### src/rtl/ieee_sd_arbiter.sv
// Round-robin arbiter sharing one SD host port among NREQ block-device requesters.
// Optional transfer watchdog is enabled by defining IEEE_SD_TIMEOUT_EN.
module ieee_sd_arbiter #(
    parameter int unsigned NREQ = 2
) (
    input  logic                   clk_sys,
    input  logic                   reset,
    input  logic [NREQ-1:0]        req_rd,
    input  logic [NREQ-1:0]        req_wr,
    input  logic [32*NREQ-1:0]     req_lba,
    input  logic [6*NREQ-1:0]      req_blk_cnt,
    input  logic [8*NREQ-1:0]      req_buff_din,
    output logic [NREQ-1:0]        req_ack,
    output logic [NREQ-1:0]        req_done,
    output logic [31:0]            sd_lba,
    output logic [5:0]             sd_blk_cnt,
    output logic                   sd_rd,
    output logic                   sd_wr,
    input  logic                   sd_ack,
    output logic [7:0]             sd_buff_din,
    output logic                   timeout
);

    localparam int unsigned IdxW = (NREQ > 1) ? $clog2(NREQ) : 1;

    typedef logic [IdxW-1:0] idx_t;
    typedef enum logic [1:0] {StIdle, StIssue, StXfer, StDone} state_e;

    if (NREQ < 1 || NREQ > 8) begin : g_bad_nreq
        $error("ieee_sd_arbiter: NREQ must be in 1..8");
    end

    state_e      state_q, state_d;
    idx_t        g_q, g_d;
    idx_t        lg_q, lg_d;
    logic        rd_dir_q, rd_dir_d;
    logic [31:0] lba_q, lba_d;
    logic [5:0]  cnt_q, cnt_d;
    logic        ack_q;

    logic [NREQ-1:0] req_any;
    logic            grant_vld;
    idx_t            grant_idx;
    idx_t            cand;
    logic            expired;

    logic [31:0] lba_arr  [NREQ];
    logic [5:0]  cnt_arr  [NREQ];
    logic [7:0]  buff_arr [NREQ];

    for (genvar i = 0; i < NREQ; i++) begin : g_unpack
        assign lba_arr[i]  = req_lba[32*i +: 32];
        assign cnt_arr[i]  = req_blk_cnt[6*i +: 6];
        assign buff_arr[i] = req_buff_din[8*i +: 8];
    end

    assign req_any = req_rd | req_wr;

    // Search starts one past the last grant, so a requester just served ranks last.
    always_comb begin
        grant_vld = 1'b0;
        grant_idx = '0;
        cand      = lg_q;
        for (int unsigned k = 0; k < NREQ; k++) begin
            cand = (cand == idx_t'(NREQ - 1)) ? '0 : cand + idx_t'(1);
            if (!grant_vld && req_any[cand]) begin
                grant_vld = 1'b1;
                grant_idx = cand;
            end
        end
    end

`ifdef IEEE_SD_TIMEOUT_EN
    logic [23:0] tmo_q;

    // Restarts on every state change, so it measures time spent in a single phase.
    always_ff @(posedge clk_sys or posedge reset) begin
        if (reset) begin
            tmo_q <= '0;
        end else if (state_d != state_q) begin
            tmo_q <= '0;
        end else if (state_q == StIssue || state_q == StXfer) begin
            tmo_q <= tmo_q + 24'd1;
        end
    end

    assign expired = (state_q == StIssue || state_q == StXfer) && (&tmo_q);
`else
    assign expired = 1'b0;
`endif

    always_comb begin
        state_d  = state_q;
        g_d      = g_q;
        lg_d     = lg_q;
        rd_dir_d = rd_dir_q;
        lba_d    = lba_q;
        cnt_d    = cnt_q;
        unique case (state_q)
            StIdle: begin
                if (grant_vld) begin
                    state_d  = StIssue;
                    g_d      = grant_idx;
                    rd_dir_d = req_rd[grant_idx];
                    lba_d    = lba_arr[grant_idx];
                    cnt_d    = cnt_arr[grant_idx];
                end
            end
            StIssue: begin
                if (expired) begin
                    state_d = StIdle;
                    lg_d    = g_q;
                end else if (sd_ack) begin
                    state_d = StXfer;
                end
            end
            StXfer: begin
                if (expired) begin
                    state_d = StIdle;
                    lg_d    = g_q;
                end else if (!sd_ack) begin
                    state_d = StDone;
                end
            end
            StDone: begin
                state_d = StIdle;
                lg_d    = g_q;
            end
        endcase
    end

    always_ff @(posedge clk_sys or posedge reset) begin
        if (reset) begin
            state_q  <= StIdle;
            g_q      <= '0;
            lg_q     <= idx_t'(NREQ - 1);
            rd_dir_q <= 1'b0;
            lba_q    <= '0;
            cnt_q    <= '0;
            ack_q    <= 1'b0;
        end else begin
            state_q  <= state_d;
            g_q      <= g_d;
            lg_q     <= lg_d;
            rd_dir_q <= rd_dir_d;
            lba_q    <= lba_d;
            cnt_q    <= cnt_d;
            ack_q    <= sd_ack;
        end
    end

    // Outputs decode from registered state, so an asserted reset clears them at once.
    always_comb begin
        sd_rd       = (state_q == StIssue) && rd_dir_q && !expired;
        sd_wr       = (state_q == StIssue) && !rd_dir_q && !expired;
        req_ack     = '0;
        req_done    = '0;
        sd_buff_din = '0;
        if (state_q == StXfer) begin
            req_ack[g_q] = ack_q;
            sd_buff_din  = buff_arr[g_q];
        end
        if (state_q == StDone || expired) begin
            req_done[g_q] = 1'b1;
        end
        timeout    = expired;
        sd_lba     = lba_q;
        sd_blk_cnt = cnt_q;
    end

endmodule
### config.mk
export PLATFORM = sky130hd
export DESIGN_NAME = ieee_sd_arbiter
export DESIGN_NICKNAME = d
export VERILOG_FILES = /design/src/rtl/ieee_sd_arbiter.sv
export SDC_FILE = /design/constraint.sdc
export NUM_CORES = 1
export LEC_CHECK = 0
export CAP_MARGIN = 10
export CORE_ASPECT_RATIO = 1.75
export CORE_MARGIN = 2
export CORE_UTILIZATION = 34
export DETAILED_ROUTE_END_ITERATION = 10
export PLACE_DENSITY = 0.77
export SYNTH_ARGS = -nofsm -noshare
export SYNTH_HDL_FRONTEND = slang
export SYNTH_SLANG_ARGS = --single-unit
### constraint.sdc
create_clock -name clk_sys -period 1.8 [get_ports clk_sys]
set_clock_uncertainty 0.15 [all_clocks]
set_input_delay 0.27 -clock clk_sys [delete_from_list [all_inputs] [get_ports clk_sys]]
set_output_delay 0.27 -clock clk_sys [all_outputs]
set_load 0.02 [all_outputs]
==> reports/summary.log, run 1 <==
[outcome] run status completed
[timing] min setup slack post-route 0.0135 ns
[worst_setup_path] top cell family by delay on the critical path flip-flops
[timing] peak clock frequency supported by timing 560 MHz
[synth] Area contributors post-synth sky130_fd_sc_hd__dfrtp_1 (42%), sky130_fd_sc_hd__a31oi_1 (9.3%), sky130_fd_sc_hd__o21ai_0 (7.3%), sky130_fd_sc_hd__a21oi_2 (6.9%), sky130_fd_sc_hd__nor2_1 (6.2%)
[worst_setup_path] start point of the critical path state_q[1]
[grt] met2 layer usage reported by global route 40.0%
[worst_setup_path] type of the worst setup path flip-flop to primary output
[clocking] CTS tree done
[power_and_ir_drop] portion of total power attributed to combinational logic 63.0%
[place] total cell area at the placement stage 4190 µm²
[synth] share of the synthesized area in the top cell type 42.2%
[final_layout] area added between synthesis and finish 72.0%
[grt] global-route track usage on met1 22.8%
[power_and_ir_drop] clock share of power 12.5%
[final_layout] ratio of cells with drive above 1 in the final layout 19.3%
[synth] post-synthesis cell type count 30
[route] Residual DRC 0
[grt] global-route wire length before repair 14.4 mm
[timing] number of hold-slack violations in the final timing report 0
[route] Initial DRT Pass Iterations 4
[clocking] clock input transition at the sequential cells of the worst setup and hold paths 0.06 ns
[final_layout] final core occ 60.7%
[grt] routing layer with the top usage in global route met2
[timing] post-route clock period utilization 99.3%
[power_and_ir_drop] PD cells 1670 nW/µm²
[die] Std-Cell Core Area 7230 µm²
[synth] Yosys Warn Count 0
[route] drt wl/cell 17.1 µm
[power_and_ir_drop] Worst VDD drop 0.928 mV
[place] number of I/O port buffers 150
[power_and_ir_drop] internal portion of total power 4.30 mW
[power_and_ir_drop] sequential group share of total power 24.5%
[grt] met3 capacity usage during global routing 4.09%
[grt] vias in the first global route 2916
[synth] most area-hungry cell type in the Yosys netlist sky130_fd_sc_hd__dfrtp_1
[worst_setup_path] required time of the critical path 1.38 ns
[clocking] clk_lat worst skew 0.29 ns
[worst_setup_path] highest cell delay on the worst timing path 0.44 ns
[die] number of top-level pins 152
[route] routed wire length 8.93 mm
[final_layout] final design instance area without fill 4390 µm²
[final_layout] n_diodes 0
[final_layout] Post-layout nets 539
[worst_setup_path] Crit path buffers/inverters 2
[synth] #FFs+latches synth 44
[worst_setup_path] reg-to-reg startpoint state_q[1]
[run] MaxCap Viol Count 0
[timing] count of final max-slew check failures 0
[synth] post-synthesis cell area 2550 µm²
[timing] worst hold slack 0.191 ns
[place] Post-DP HPWL 6.58 mm
[synth] average footprint of a synthesized cell 9.14 µm²
[die] effective utilization at floorplan 35.3%
[worst_setup_path] WP data arrival 1.37 ns
[power_and_ir_drop] leakage power 1.76 nW
[synth] Mapped Cells 279
[route] average via count per standard cell 5.36
[route] post-detailed-route count of antenna-violating nets 0
[synth] sequential share of the synthesized area 43.2%
[grt] initial antenna violation count 0
[route] violation count after the first detailed-route iteration 110
[timing] final setup violation count 0
[hold_path] Min-Delay Path Class input pin to async pin
[timing] min cycle time layout 1.79 ns
[synth] Synth Net Count 383
[power_and_ir_drop] Net Sw Frac 41.4%
[clocking] buffers from clock root to sink, at most 2
[die] width of the die 69.5 µm
[grt] largest net degree at the start of global routing 28
[route] Via Count 2796
[worst_setup_path] Critical Path End Type primary output
[timing] unrepaired setup endpoints after global routing true
[die] DIE HEIGHT 119 µm
[die] FP Rows 41
[die] die footprint 8240 µm²
[worst_setup_path] kind of launch point of the worst setup path flip-flop
[clocking] CTS sink cnt 44
[clocking] root buffer selected by CTS sky130_fd_sc_hd__clkbuf_16
[worst_setup_path] CP max-delay cell sky130_fd_sc_hd__dfrtp_1
[worst_setup_path] peak fanout along the critical path 3
[place] Post-Place Worst Slack -0.221 ns
[clocking] TritonCTS Buffers 5
[worst_setup_path] critical-path cell list buf_6 -> ha_2 -> and2_1 -> buf_4
[grt] GRT Util Overall 21.8%
[clocking] Clock H-tree levels 2
[power_and_ir_drop] Net Sw Power 3.03 mW
[grt] overall overflow remaining after global route 0
[place] Final GP Congestion 0.843
## power by group through the flow
stage          clock network (mW)  logic [mW]  registers, mW
2_1_floorplan                   0        2.08           2.30
3_3_place_gp                    0        4.35           1.78
3_5_place_dp                    0        4.45           1.80
4_1_cts                     0.941        4.44           1.79
5_1_grt                     0.969        4.96           1.86
6_report                    0.919        4.62           1.79
## worst min-delay path, cell delays in order
cell	delay (ns)
sky130_fd_sc_hd__clkdlybuf4s50_1	0.41
sky130_fd_sc_hd__inv_2	0.06
sky130_fd_sc_hd__buf_4	0.27
## flip-flops by register name, indices dropped and copies added (netlist names)
name        count
sd_lba         32
sd_blk_cnt      6
state_q         2
ack_q           1
g_q             1
lg_q            1
rd_dir_q        1
## final timing paths
path	to	slack [ns]	cells past startpoint
worst max-delay path	req_done[1]	0.01	4
worst min-delay path	sd_blk_cnt[3]	0.19	3
worst max register to register	state_q[1]	0.06	5
worst min register to register	rd_dir_q	0.34	2
max in group asynchronous	lg_q	1.00	3
min in group clk_sys	rd_dir_q	0.34	2
## placed cells by master, fill, tap and decap left out, types with 2 or more instances in the layout
cell	netlist	final
sky130_fd_sc_hd__nand2_1	4	4
sky130_fd_sc_hd__o31ai_1	2	2
sky130_fd_sc_hd__and2_1	2	2
sky130_fd_sc_hd__nor2b_1	11	10
sky130_fd_sc_hd__a21oi_1	20	20
sky130_fd_sc_hd__clkdlybuf4s50_1	0	135
sky130_fd_sc_hd__buf_4	2	22
sky130_fd_sc_hd__clkbuf_1	9	2
sky130_fd_sc_hd__dfrtp_1	43	43
sky130_fd_sc_hd__buf_12	0	3
sky130_fd_sc_hd__a21oi_2	20	20
sky130_fd_sc_hd__clkbuf_16	0	6
sky130_fd_sc_hd__buf_2	8	11
sky130_fd_sc_hd__ha_4	0	2
sky130_fd_sc_hd__o21ai_0	37	37
sky130_fd_sc_hd__buf_6	10	4
sky130_fd_sc_hd__mux2i_1	8	7
sky130_fd_sc_hd__a31oi_1	38	37
sky130_fd_sc_hd__ha_1	5	2
sky130_fd_sc_hd__inv_2	0	3
sky130_fd_sc_hd__nor2_1	42	41
## cells by family (layout without fill, tap and decap cells)
family,Yosys count,in the layout,synth area share (%)
adders and majority gates,5,5,2.45
AOI/OAI and AO/OA,124,124,30.8
DFF,44,44,43.2
muxes,10,10,4.02
other,1,1,0.147
and+or+nand+nor,63,63,11.0
buffers and inverters,32,189,8.34
## layer usage
layer | vias up | wire length, µm
li1 | 1307 | -
met4 | 0 | 394
met1 | 1335 | 3160
met5 | - | 0
met3 | 27 | 532
met2 | 127 | 4840
## cell usage after synthesis (all sizes together)
library cell,count
ha,5
clkbuf,9
o21ai,39
mux2,2
a2bb2oi,1
inv,3
dfstp,1
a21oi,40
nor2b,11
nor2,42
nor4,1
and2,2
dfrtp,43
conb,1
a31oi,38
or2b,1
buf,20
o41a,1
o31ai,2
o41ai,1
mux2i,8
o21a,1
nand2,4
or2,1
and3,1
a221oi,1
## layout make-up
type,instances,area (µm²)
inverter,3,11.3
clock buffer,8,146
multi-input combinational,203,1290
sequential,44,1100
fill,645,2840
tap,86,108
timing repair buffer,178,1730
## per-stage QoR
stage               power, mW  instances  TNS [ns]
finish                   7.33        522         0
global placement         6.13        512     -7.74
detailed placement       6.25        512     -9.11
global route             7.78        522   -0.0543
CTS                      7.17        520   -0.0602
floorplan                4.39        279         0
## timing repair
action / 4_1_cts / 5_1_grt
endpoints found under the hold margin: 0 / 0
buffers inserted: 0 / 1
endpoints found under the setup margin: 34 / 50
hold buffers: 0 / 0
cloned: 0 / 1
resized for setup: 61 / 20
No activity file was read; power rests on OpenSTA's default activity.
==> run 2, diff against run 1 <==
--- a/config.mk
+++ b/config.mk
@@ -9,8 +9,10 @@
 export CORE_ASPECT_RATIO = 1.75
 export CORE_MARGIN = 2
 export CORE_UTILIZATION = 34
+export CTS_CLUSTER_SIZE = 16
 export DETAILED_ROUTE_END_ITERATION = 10
 export PLACE_DENSITY = 0.77
+export RECOVER_POWER = 25
 export SYNTH_ARGS = -nofsm -noshare
 export SYNTH_HDL_FRONTEND = slang
 export SYNTH_SLANG_ARGS = --single-unit
==> run 2 against run 1 <==
Net effect:
- routed wire length about the same
- worst setup slack hardly changed
- combinational power hardly changed
- via count is essentially flat
- sequential share of layout area about the same
- highest routed layer unchanged
==> reports/summary.log, run 2 (synthesis results as in run 1) <==
[timing] transition time at the pin with the least slew margin 0.608 ns
[timing] unrepaired setup endpoints after global routing true
[power_and_ir_drop] overall power consumption 7.33 mW
[timing] number of hold-slack violations in the final timing report 0
[power_and_ir_drop] leakage power 1.76 nW
[final_layout] most frequent cells in the layout sky130_fd_sc_hd__clkdlybuf4s50_1 (133), sky130_fd_sc_hd__dfrtp_1 (43), sky130_fd_sc_hd__nor2_1 (41), sky130_fd_sc_hd__o21ai_0 (37), sky130_fd_sc_hd__a31oi_1 (37)
[grt] largest net degree at the start of global routing 28
[route] post-detailed-route count of antenna-violating nets 0
[clocking] clk_lat worst skew 0.29 ns
[die] effective utilization at floorplan 35.3%
[power_and_ir_drop] Worst VDD drop 0.928 mV
[route] drt wl/cell 17.1 µm
[final_layout] leading cell type in the layout, fill and taps excluded sky130_fd_sc_hd__clkdlybuf4s50_1
[clocking] clock input transition at the sequential cells of the worst setup and hold paths 0.06 ns
[worst_setup_path] WP data arrival 1.37 ns
[place] Post-DP HPWL 6.58 mm
[clocking] Clock H-tree levels 2
[worst_setup_path] required time of the critical path 1.38 ns
[timing] min cycle time layout 1.79 ns
[die] DIE HEIGHT 119 µm
[die] die footprint 8240 µm²
[timing] peak clock frequency supported by timing 560 MHz
[die] FP Rows 41
[worst_setup_path] Critical Path End Type primary output
[timing] final setup violation count 0
[final_layout] final design instance area without fill 4380 µm²
[clocking] root buffer selected by CTS sky130_fd_sc_hd__clkbuf_16
[final_layout] final std cells w/o fill 522
[route] Residual DRC 0
[grt] GRT Util Overall 21.8%
[final_layout] area added between synthesis and finish 71.8%
[die] Std-Cell Core Area 7230 µm²
[place] Final GP Congestion 0.843
[grt] initial antenna violation count 0
[final_layout] Post-layout nets 539
[route] violation count after the first detailed-route iteration 128
[grt] vias in the first global route 2916
[worst_setup_path] kind of launch point of the worst setup path flip-flop
[timing] post-route clock period utilization 99.3%
[timing] count of final max-slew check failures 0
[route] routed wire length 8.93 mm
[die] number of top-level pins 152
[outcome] run status completed
[clocking] CTS tree done
[clocking] buffers from clock root to sink, at most 2
[die] width of the die 69.5 µm
[route] Initial DRT Pass Iterations 4
[route] Via Count 2795
[clocking] CTS sink cnt 44
[worst_setup_path] peak fanout along the critical path 3
[grt] overall overflow remaining after global route 0
[clocking] Hold-fix buffers, CTS 0
[worst_setup_path] type of the worst setup path flip-flop to primary output
[final_layout] n_diodes 0
[timing] Max-slew headroom 59.4%
[power_and_ir_drop] PD cells 1670 nW/µm²
[final_layout] final core occ 60.6%
[run] MaxCap Viol Count 0
[route] average via count per standard cell 5.35
[final_layout] ratio of cells with drive above 1 in the final layout 19.0%
[place] number of I/O port buffers 150
[hold_path] Min-Delay Path Class flip-flop to flip-flop
[place] total cell area at the placement stage 4190 µm²
[final_layout] flip-flop count of the largest register, all copies and words added 32
[place] Cell Count Post-Placement 512
[clocking] TritonCTS Buffers 5
[grt] global-route wire length before repair 14.4 mm
-- run 2: changes by cell type in the layout (fill, tap and decap cells not counted), sizes merged --
cell and change:
buf -2, clkbuf +2, clkdlybuf4s50 -2, dlygate4sd3 +2
-- run 2: layout make-up --
type / instances / area (µm²)
Fill cell: 646 / 2850
Timing Repair Buffer: 178 / 1720
Sequential cell: 44 / 1100
Tap cell: 86 / 108
Inverter: 3 / 11.3
Multi-Input combinational cell: 203 / 1290
Clock buffer: 8 / 146
-- run 2: final timing paths --
kind | endpoint | cells after the start | start | slack (ns)
min in group asynchronous | sd_blk_cnt[3] | 3 | reset | 0.41
worst max-delay path | req_done[1] | 4 | state_q[1] | 0.01
max in group asynchronous | sd_lba[25] | 3 | reset | 0.65
worst min-delay path | rd_dir_q | 2 | rd_dir_q | 0.34
worst max register to register | state_q[1] | 5 | state_q[1] | 0.06
worst min register to register | rd_dir_q | 2 | rd_dir_q | 0.34
-- run 2: timing repair --
item                                    in CTS  in global routing
endpoints found under the setup margin      34                 50
resized for setup                           61                 20
gates cloned                                 0                  1
setup buffers                                0                  1
-- run 2: metrics by stage --
stage               setup TNS [ns]  hold slack [ns]  setup WS, ns
detailed placement           -9.11            0.331        -0.221
global route               -0.0547            0.365       -0.0250
floorplan                        0            0.151         0.124
CTS                        -0.0602            0.201       -0.0372
finish                           0            0.344        0.0135
global placement             -7.74            0.334        -0.183
-- run 2: power breakdown --
part | total, mW | switching [mW] | internal (mW)
logic | 4.61 | 2.38 | 2.24
registers | 1.79 | 0.287 | 1.51
clock network | 0.920 | 0.366 | 0.554
-- run 2: layer usage --
metal	track usage, %	part of all wire [%]	vias to the layer above
li1	-	-	1308
met1	22.8	35	1338
met2	40.0	54	122
met3	4.09	5.9	27
met4	11.8	4.4	0
met5	0	0	-
-- run 2: worst max-delay path: stages, from the launching register on --
cell                      delay (ns)
sky130_fd_sc_hd__dfrtp_1        0.44
sky130_fd_sc_hd__buf_6          0.15
sky130_fd_sc_hd__ha_2           0.18
sky130_fd_sc_hd__and2_1         0.16
sky130_fd_sc_hd__buf_4          0.15
==> run 3, diff against run 2 <==
==> constraint.sdc (replaced) <==
create_clock -name clk_sys -period 1.8 [get_ports clk_sys]
set_clock_uncertainty 0.15 [all_clocks]
set_input_delay 0.27 -clock clk_sys [delete_from_list [all_inputs] [get_ports clk_sys]]
set_output_delay 0.27 -clock clk_sys [all_outputs]
set_load 0.05 [all_outputs]
==> run 3 against run 2 <==
Net effect:
- the flow now finishes with violations (negative setup slack)
- worst setup slack worse by 0.060 ns
- design area up 4.1%
- register-to-register slack worse by 0.06 ns
- critical path type unchanged
- count of clock-buffer cells in the layout fell by 2
- clock power grew 12%
==> reports/summary.log, run 3 (synthesis results as in run 1) <==
[final_layout] area added between synthesis and finish 78.9%
[timing] post-route clock period utilization 103%
[place] Post-DP HPWL 6.73 mm
[route] Via Count 2794
[timing] setup total negative slack -0.246 ns
[final_layout] final design instance area without fill 4560 µm²
[hold_path] Min-Delay Path Class flip-flop to flip-flop
[die] effective utilization at floorplan 35.3%
[route] post-detailed-route count of antenna-violating nets 0
[worst_setup_path] WP data arrival 1.43 ns
[timing] count of final max-slew check failures 0
[worst_setup_path] Critical Path End Type primary output
[clocking] CTS tree done
[worst_setup_path] kind of launch point of the worst setup path flip-flop
[worst_setup_path] reg-to-reg endpoint sd_lba[30]
[route] Residual DRC 0
[clocking] buffers from clock root to sink, at most 2
[outcome] failing checks negative setup slack
[timing] worst hold slack 0.365 ns
[die] Std-Cell Core Area 7230 µm²
[worst_setup_path] critical-path cell list inv_2 -> ha_4 -> buf_6 -> and3_4 -> buf_12
[route] Initial DRT Pass Iterations 4
[clocking] CTS sink cnt 44
[grt] GRT Util Overall 21.8%
[worst_setup_path] reg-to-reg startpoint state_q[1]
[power_and_ir_drop] Worst VDD drop 0.874 mV
[power_and_ir_drop] PD cells 1950 nW/µm²
[grt] global-route wire length before repair 14.4 mm
[grt] initial antenna violation count 1
[grt] overall overflow remaining after global route 0
[final_layout] leading cell type in the layout, fill and taps excluded sky130_fd_sc_hd__clkdlybuf4s50_1
[place] Final GP Congestion 0.826
[final_layout] ratio of cells with drive above 1 in the final layout 32.0%
[route] drt wl/cell 17.3 µm
[worst_setup_path] setup slack, reg-to-reg 0 ns
[die] number of top-level pins 152
[die] width of the die 69.5 µm
[clocking] Hold-fix buffers, CTS 0
[final_layout] flip-flop count of the largest register, all copies and words added 32
[die] DIE HEIGHT 119 µm
[hold_path] Min-Delay Endpoint sd_lba[11]
[die] die footprint 8240 µm²
[place] number of I/O port buffers 150
[hold_path] source of the worst hold timing path sd_lba[11]
[clocking] clock input transition at the sequential cells of the worst setup and hold paths 0.06 ns
[route] violation count after the first detailed-route iteration 176
[run] MaxCap Viol Count 0
[timing] final setup violation count 12
[worst_setup_path] peak fanout along the critical path 6
[clocking] Clock H-tree levels 2
[clocking] root buffer selected by CTS sky130_fd_sc_hd__clkbuf_16
[timing] transition time at the pin with the least slew margin 0.918 ns
[worst_setup_path] highest cell delay on the worst timing path 0.41 ns
[final_layout] Post-layout nets 543
[timing] min cycle time layout 1.85 ns
[power_and_ir_drop] leakage power 1.85 nW
[timing] peak clock frequency supported by timing 541 MHz
[worst_setup_path] CP max-delay cell sky130_fd_sc_hd__dfrtp_1
[timing] Max-slew headroom 38.8%
[final_layout] most frequent cells in the layout sky130_fd_sc_hd__clkdlybuf4s50_1 (96), sky130_fd_sc_hd__buf_4 (64), sky130_fd_sc_hd__dfrtp_1 (42), sky130_fd_sc_hd__nor2_1 (40), sky130_fd_sc_hd__a31oi_1 (38)
[timing] unrepaired setup endpoints after global routing true
[clocking] TritonCTS Buffers 5
[hold_path] number of cells on the worst hold path 2
[place] total cell area at the placement stage 4230 µm²
[die] FP Rows 41
[worst_setup_path] type of the worst setup path flip-flop to primary output
[worst_setup_path] reg2reg path depth 6
[outcome] run status finished, violations left
[timing] number of hold-slack violations in the final timing report 0
[route] average via count per standard cell 5.30
[grt] vias in the first global route 2938
[grt] largest net degree at the start of global routing 29
[clocking] clk_lat worst skew 0.29 ns
[route] routed wire length 9.13 mm
[worst_setup_path] required time of the critical path 1.38 ns
[timing] min setup slack post-route -0.0468 ns
-- run 3: per-layer routing --
layer / GRT usage [%] / vias up / wire (µm)
li1: - / 1320 / -
met2: 41.5 / 117 / 5140
met5: 0 / - / 0
met3: 3.50 / 21 / 405
met4: 10.8 / 0 / 322
met1: 22.5 / 1336 / 3260
-- run 3: timing repair --
action,in CTS,in global routing
endpoints found under the setup margin,14,53
pin swaps,1,1
cloned,1,0
resized for setup,27,5
buffers inserted,3,2
-- run 3: per-stage QoR --
| stage | setup WS [ns] | std cells | power [mW] | util, % |
|---|---|---|---|---|
| 3_5_place_dp | -0.227 | 512 | 7.52 | 58.5 |
| 5_1_grt | -0.119 | 527 | 9.35 | 63.1 |
| 6_report | -0.0468 | 527 | 8.91 | 63.1 |
| 4_1_cts | -0.0411 | 524 | 8.88 | 62.6 |
| 3_3_place_gp | -0.184 | 512 | 7.40 | 58.5 |
| 2_1_floorplan | 0.0116 | 279 | 5.64 | - |
-- run 3: worst max path at each step --
stage               startpoint              to
floorplan           state_q[0]  sd_buff_din[0]
global placement     req_wr[1]      sd_lba[16]
detailed placement   req_wr[1]      sd_lba[23]
CTS                 state_q[0]  sd_buff_din[6]
global route        state_q[0]      req_ack[1]
finish              state_q[0]      req_ack[1]
-- run 3: power breakdown --
part	total [mW]	switching, mW	internal [mW]
combinational	6.06	3.72	2.34
clock	1.03	0.374	0.653
sequential	1.82	0.311	1.51
total	8.91	4.41	4.50
-- run 3: critical path: cells and delay by family, from the launching register on --
| family | cells | cell delay (ns) |
|---|---|---|
| flip-flops | 1 | 0.41 |
| buffers and inverters | 3 | 0.37 |
| AND/OR/NAND/NOR | 1 | 0.19 |
| adder cells (fa/ha/maj) | 1 | 0.17 |
-- run 3: final cells by class --
type	instances	area, µm²
fill	614	2670
timing repair buffer	182	1800
multi-input combinational	203	1380
sequential	44	1100
clock buffer	6	129
tap	86	108
clock inverter	2	35.0
inverter	3	11.3
antenna	1	2.50
